`src/rtl/seq_detect_pkg.sv`:
```
// +-----------------------------------------------------------------+
// | seq_detect_pkg - shared types and sizing for the seq detector   |
// | Rev 1.0                                                          |
// +-----------------------------------------------------------------+
`default_nettype none

package seq_detect_pkg;

  localparam int MAX_LEN_DEFAULT = 8;
  localparam int LEN_W           = $clog2(MAX_LEN_DEFAULT + 1);

  typedef enum logic [1:0] {
    IDLE = 2'd0,
    RUN  = 2'd1,
    DONE = 2'd2
  } state_t;

  function automatic logic len_is_legal(input int len, input int max_len);
    return (len >= 1) && (len <= max_len);
  endfunction

endpackage

`default_nettype wire

```
`src/rtl/seq_match_core.sv`:
```
// +-----------------------------------------------------------------+
// | seq_match_core - serial history, fill count and masked compare  |
// | Rev 1.0                                                          |
// +-----------------------------------------------------------------+
`default_nettype none

module seq_match_core #(
  parameter int MAX_LEN = 8,
  parameter int LEN_W   = $clog2(MAX_LEN + 1)
) (
  input  logic               clk,
  input  logic               rst_n,
  input  logic               sample,
  input  logic               x,
  input  logic               clear,
  input  logic [MAX_LEN-1:0] pattern,
  input  logic [LEN_W-1:0]   pat_len,
  output logic               hit
);

  logic [MAX_LEN-1:0] r_hist;
  logic [LEN_W-1:0]   r_fill;
  logic [MAX_LEN:0]   w_shift;
  logic [MAX_LEN-1:0] w_next_hist;
  logic [MAX_LEN-1:0] w_mask;
  logic [LEN_W:0]     w_fill_inc;

  assign w_shift     = {r_hist, x};
  assign w_next_hist = w_shift[MAX_LEN-1:0];
  assign w_fill_inc  = {1'b0, r_fill} + (LEN_W + 1)'(1);

  generate
    for (genvar i = 0; i < MAX_LEN; i++) begin : g_mask
      assign w_mask[i] = (pat_len > LEN_W'(i));
    end
  endgenerate

  // Only bits shifted in since the last clear may take part in a match.
  assign hit = sample
            && (w_fill_inc >= {1'b0, pat_len})
            && (((w_next_hist ^ pattern) & w_mask) == '0);

  always_ff @(posedge clk or negedge rst_n) begin
    if (!rst_n) begin
      r_hist <= '0;
      r_fill <= '0;
    end else if (clear) begin
      r_hist <= '0;
      r_fill <= '0;
    end else if (sample) begin
      r_hist <= w_next_hist;
      r_fill <= (r_fill == LEN_W'(MAX_LEN)) ? r_fill : w_fill_inc[LEN_W-1:0];
    end
  end

endmodule

`default_nettype wire

```
`src/rtl/seq_detect_ctrl.sv`:
```
// +-----------------------------------------------------------------+
// | seq_detect_ctrl - programmable serial pattern detector with     |
// | match counting and target completion.  Rev 1.0                  |
// +-----------------------------------------------------------------+
`default_nettype none

module seq_detect_ctrl
  import seq_detect_pkg::*;
#(
  parameter int MAX_LEN = MAX_LEN_DEFAULT,
  parameter int CNT_W   = 8
) (
  input  logic                         clk,
  input  logic                         rst_n,
  input  logic                         start,
  input  logic                         abort,
  input  logic [MAX_LEN-1:0]           pattern,
  input  logic [$clog2(MAX_LEN+1)-1:0] pat_len,
  input  logic                         overlap,
  input  logic [CNT_W-1:0]             match_target,
  input  logic                         x,
  input  logic                         x_valid,
  output logic                         z,
  output logic                         busy,
  output logic                         done,
  output logic [CNT_W-1:0]             match_count,
  output logic                         err
);

  localparam int CFG_LEN_W = $clog2(MAX_LEN + 1);

  state_t                 r_state, w_state_nxt;
  logic [MAX_LEN-1:0]     r_pattern;
  logic [CFG_LEN_W-1:0]   r_len;
  logic                   r_overlap;
  logic [CNT_W-1:0]       r_target;
  logic [CNT_W-1:0]       r_count, w_count_nxt;
  logic                   r_z, w_z;
  logic                   r_err, w_err;
  logic                   w_arm;
  logic                   w_sample;
  logic                   w_clear;
  logic                   w_hit;

  assign w_sample = (r_state == RUN) && x_valid && !abort;
  // Non-overlapping mode restarts the fill so the next match needs fresh bits.
  assign w_clear  = w_arm || (w_hit && !r_overlap);

  seq_match_core #(
    .MAX_LEN (MAX_LEN),
    .LEN_W   (CFG_LEN_W)
  ) u_core (
    .clk     (clk),
    .rst_n   (rst_n),
    .sample  (w_sample),
    .x       (x),
    .clear   (w_clear),
    .pattern (r_pattern),
    .pat_len (r_len),
    .hit     (w_hit)
  );

  always_comb begin
    w_state_nxt = r_state;
    w_count_nxt = r_count;
    w_z         = 1'b0;
    w_err       = 1'b0;
    w_arm       = 1'b0;
    if (abort) begin
      w_state_nxt = IDLE;
    end else begin
      case (r_state)
        IDLE, DONE: begin
          if (start) begin
            if (len_is_legal(int'(pat_len), MAX_LEN)) begin
              w_arm       = 1'b1;
              w_count_nxt = '0;
              w_state_nxt = RUN;
            end else begin
              w_err       = 1'b1;
              w_state_nxt = IDLE;
            end
          end
        end
        RUN: begin
          if (w_hit) begin
            w_z         = 1'b1;
            w_count_nxt = (r_count == '1) ? r_count : r_count + CNT_W'(1);
            if ((r_target != '0) && (w_count_nxt == r_target)) begin
              w_state_nxt = DONE;
            end
          end
        end
        default: w_state_nxt = IDLE;
      endcase
    end
  end

  always_ff @(posedge clk or negedge rst_n) begin
    if (!rst_n) begin
      r_state   <= IDLE;
      r_pattern <= '0;
      r_len     <= '0;
      r_overlap <= 1'b0;
      r_target  <= '0;
      r_count   <= '0;
      r_z       <= 1'b0;
      r_err     <= 1'b0;
    end else begin
      r_state <= w_state_nxt;
      r_count <= w_count_nxt;
      r_z     <= w_z;
      r_err   <= w_err;
      if (w_arm) begin
        r_pattern <= pattern;
        r_len     <= pat_len;
        r_overlap <= overlap;
        r_target  <= match_target;
      end
    end
  end

  assign z           = r_z;
  assign err         = r_err;
  assign busy        = (r_state == RUN);
  assign done        = (r_state == DONE);
  assign match_count = r_count;

endmodule

`default_nettype wire
```
`config.mk`:
```
export PLATFORM = sky130hd
export DESIGN_NAME = seq_detect_ctrl
export DESIGN_NICKNAME = d
export VERILOG_FILES = /design/src/rtl/seq_detect_pkg.sv /design/src/rtl/seq_match_core.sv /design/src/rtl/seq_detect_ctrl.sv
export SDC_FILE = /design/constraint.sdc
export NUM_CORES = 1
export LEC_CHECK = 0
export CELL_PAD_IN_SITES_DETAIL_PLACEMENT = 0
export CELL_PAD_IN_SITES_GLOBAL_PLACEMENT = 1
export CORE_MARGIN = 3
export CORE_UTILIZATION = 42
export CTS_BUF_LIST = sky130_fd_sc_hd__clkbuf_4 sky130_fd_sc_hd__clkbuf_8 sky130_fd_sc_hd__clkbuf_16
export DETAILED_ROUTE_END_ITERATION = 16
export PLACE_DENSITY = 0.81
export SLEW_MARGIN = 15
export SYNTH_ARGS = -nofsm -noshare
export SYNTH_HDL_FRONTEND = slang
export SYNTH_SLANG_ARGS = --single-unit
```
`constraint.sdc`:
```
create_clock -name clk -period 5.1 [get_ports clk]
set_input_delay 1.275 -clock clk [delete_from_list [all_inputs] [get_ports clk]]
set_output_delay 1.275 -clock clk [all_outputs]
set_load 0.005 [all_outputs]
```
==> impl_metrics.tcl <==
set metrics [dict create \
    status "finished, final reports clean" \
    globalplace.congestion 0.841 \
    die_w_um 82.1 \
    cts_hold_buf 0 \
    antenna_found_initial 0 \
    fillerInstances 532 \
    end_kind "flop" \
    cts.sinks 44 \
    cts_made_buffers 5 \
    required_ps 5240 \
    p_per_area_nw_per_um2 323 \
    yosysTopAreaCellShare_pct 45.3 \
    cts_resized 0 \
    ant_nets 0 \
    rsz0062_at_grt "false" \
    route.detailed.drc 0 \
    fp.dieH_um 82.1 \
    coreArea_um2 5540 \
    slew_headroom_pct 33.5 \
    numPortBuffers 38 \
    period_share_pct 71.9 \
    yosys_warnings 0 \
    insertion_delay_ps 290 \
    dp_hpwl_mm 3.90 \
    tightest_slew_ps 998 \
    h-tree-depth 2 \
    start_kind "input port" \
    drt_iter0_markers 263 \
    cp_max_fo 11 \
    syn_nets 278 \
    viasPerCell 5.42 \
    max-vdd-ir-drop_uv 180 \
    cts_tree "built" \
    grt_pass1_vias 1853 \
    synthArstFlopShare_pct 100 \
    wl_mm 5.28 \
    avgSynthCellArea_um2 9.96 \
    ys_top_cells_by_area "dfrtp_1, mux2_2, a21oi_1" \
    synthCells 244 \
    initial_core_util_pct 43.9 \
    cts_setup_buffers 0 \
    finalCriticalPeriod_ps 3670 \
    dr.pass1.iters 4 \
    synth_area_um2 2430 \
    grtUsageTotal_pct 16.9 \
    max_cap_viol_count 0 \
    finalClockSkew_ps 3.75 \
    ys.flop_type "dfrtp_1" \
    wl_per_cell_um 14.8 \
    setup_viol 0 \
    clockRootBuffer "clkbuf_8" \
    n_antenna_cell 0 \
    grt_overflow 0 \
    io_pins 39 \
    nets 317 \
    fmax_mhz 273 \
    grt_start_max_net_pins 45 \
    dieArea_um2 6740 \
    synth-seq-area-share_pct 45.3 \
    synth-edff-count 0 \
    route.vias.total 1928 \
    criticalPathCategory "in -> reg" \
    num_rows 27 \
    clk_pin_slew_worst_paths_ps 80 \
    final-hold-violation-count 0 \
    grt_pass1_wl_mm 8.87 \
    leakagePower_nw 1.27 \
    post_layout_nonfiller_instances 356 \
    tns_ps 0 \
    drive_above_1_share_pct 13.7 \
    hold_class "reg -> reg" \
    slew_viol_final 0 \
    worstPathArrival_ps 3810 \
    synth_seq_cells 44 \
    areaGrowthSynthToFinish_pct 22.4 \
    clk_path_buf_depth 2 \
    dp.cells 348 \
    synth_area_leader_cell "dfrtp_1" \
    ys_types 48 \
]
cell usage in the layout (no fill, tap or decap), types with 4 or more instances in the layout:
cell	count
mux2_2	21
inv_1	10
o21ai_0	10
nor2_1	16
xnor2_1	8
a21oi_1	25
ha_1	7
clkdlybuf4s50_1	37
clkbuf_8	6
nand2b_1	4
nand3_1	4
nand2_1	23
nand4_1	4
nor3_1	5
xor2_1	11
dfrtp_1	44
per-layer routing:
metal | track usage (%) | part of all wire (%) | vias up
li1 | - | - | 957
met1 | 25.3 | 51 | 922
met2 | 25.4 | 44 | 44
met3 | 2.52 | 4.0 | 5
met4 | 4.49 | 1.1 | 0
met5 | 0 | 0 | -
synth_stat cells (2+ instances only):
master,number
dfrtp_1,44
a21oi_1,25
nand2_1,23
mux2_2,21
nor2_1,16
xor2_1,11
inv_1,10
o21ai_0,10
xnor2_1,8
ha_1,7
nor3_1,5
nand2b_1,4
nand3_1,4
nand4_1,4
a21o_1,3
a41oi_1,3
buf_2,3
clkbuf_1,3
or3_1,3
a22oi_1,2
a31o_2,2
buf_1,2
nor2b_1,2
nor3b_1,2
o21ai_1,2
o31ai_1,2
or2_2,2
metrics by stage:
step           utilization (%)  setup slack [ps]  hold WS (ps)  power (mW)  cell area [um^2]
6_report                  53.7              1430           535       0.962              2980
5_1_grt                   53.7              1260           551        1.02              2980
4_1_cts                   53.7              1430           540       0.969              2980
3_5_place_dp              51.9              1130           520       0.737              2880
3_3_place_gp              51.9              1210           513       0.731              2880
2_1_floorplan                -              2290           480       0.647              2430
worst paths after layout:
| check | start | end | slack (ps) | cells after the start |
|---|---|---|---|---|
| max in group asynchronous | rst_n | r_len[0] | 3340 | 1 |
| hold / removal | r_pattern[2] | r_pattern[2] | 530 | 1 |
| hold reg to reg | r_pattern[2] | r_pattern[2] | 530 | 1 |
| setup / recovery | abort | u_core.r_fill[1] | 1430 | 7 |
| min in group asynchronous | rst_n | match_count[6] | 1140 | 1 |
| setup reg to reg | r_state[1] | u_core.r_fill[1] | 2260 | 7 |
power by group:
part           internal, mW  leakage (nW)  switching (mW)
Sequential            0.408         0.567          0.0664
Combinational         0.142         0.652           0.114
Clock                 0.115        0.0479           0.116
area by class of cell:
class | count | area (um^2) | area share (%)
clock inverters | 1 | 7.51 | 0.252
multi-input cells | 182 | 1260 | 42.3
well taps | 72 | 90.1 | 3.03
clock buffers | 7 | 90.1 | 3.03
inverters | 10 | 37.5 | 1.26
repair buffers | 40 | 390 | 13.1
flip-flops and latches | 44 | 1100 | 37.0
kinds of logic after synthesis:
kind of cell / share of synthesized area [%]
simple gates: 15.2
compound gates: 16.0
flops: 45.3
mux: 10.1
xor+xnor: 6.85
buf+inv: 2.93
fa+ha+maj: 3.60
sequential cells by signal, summed over array words and instances (netlist names):
| signal | count |
|---|---|
| err | 1 |
| match_count | 8 |
| r_len | 4 |
| r_overlap | 1 |
| r_pattern | 8 |
| r_state | 2 |
| r_target | 8 |
| u_core.r_fill | 4 |
| u_core.r_hist | 7 |
| z | 1 |
worst max-delay path, cell delays in order:
cell	delay (ps)
clkdlybuf4s50_1	550
nor3b_4	450
o2111ai_1	160
or3_1	340
or2_4	260
o21ai_1	640
nor2_1	130
Note: power is estimated with default switching activity, not from simulation.
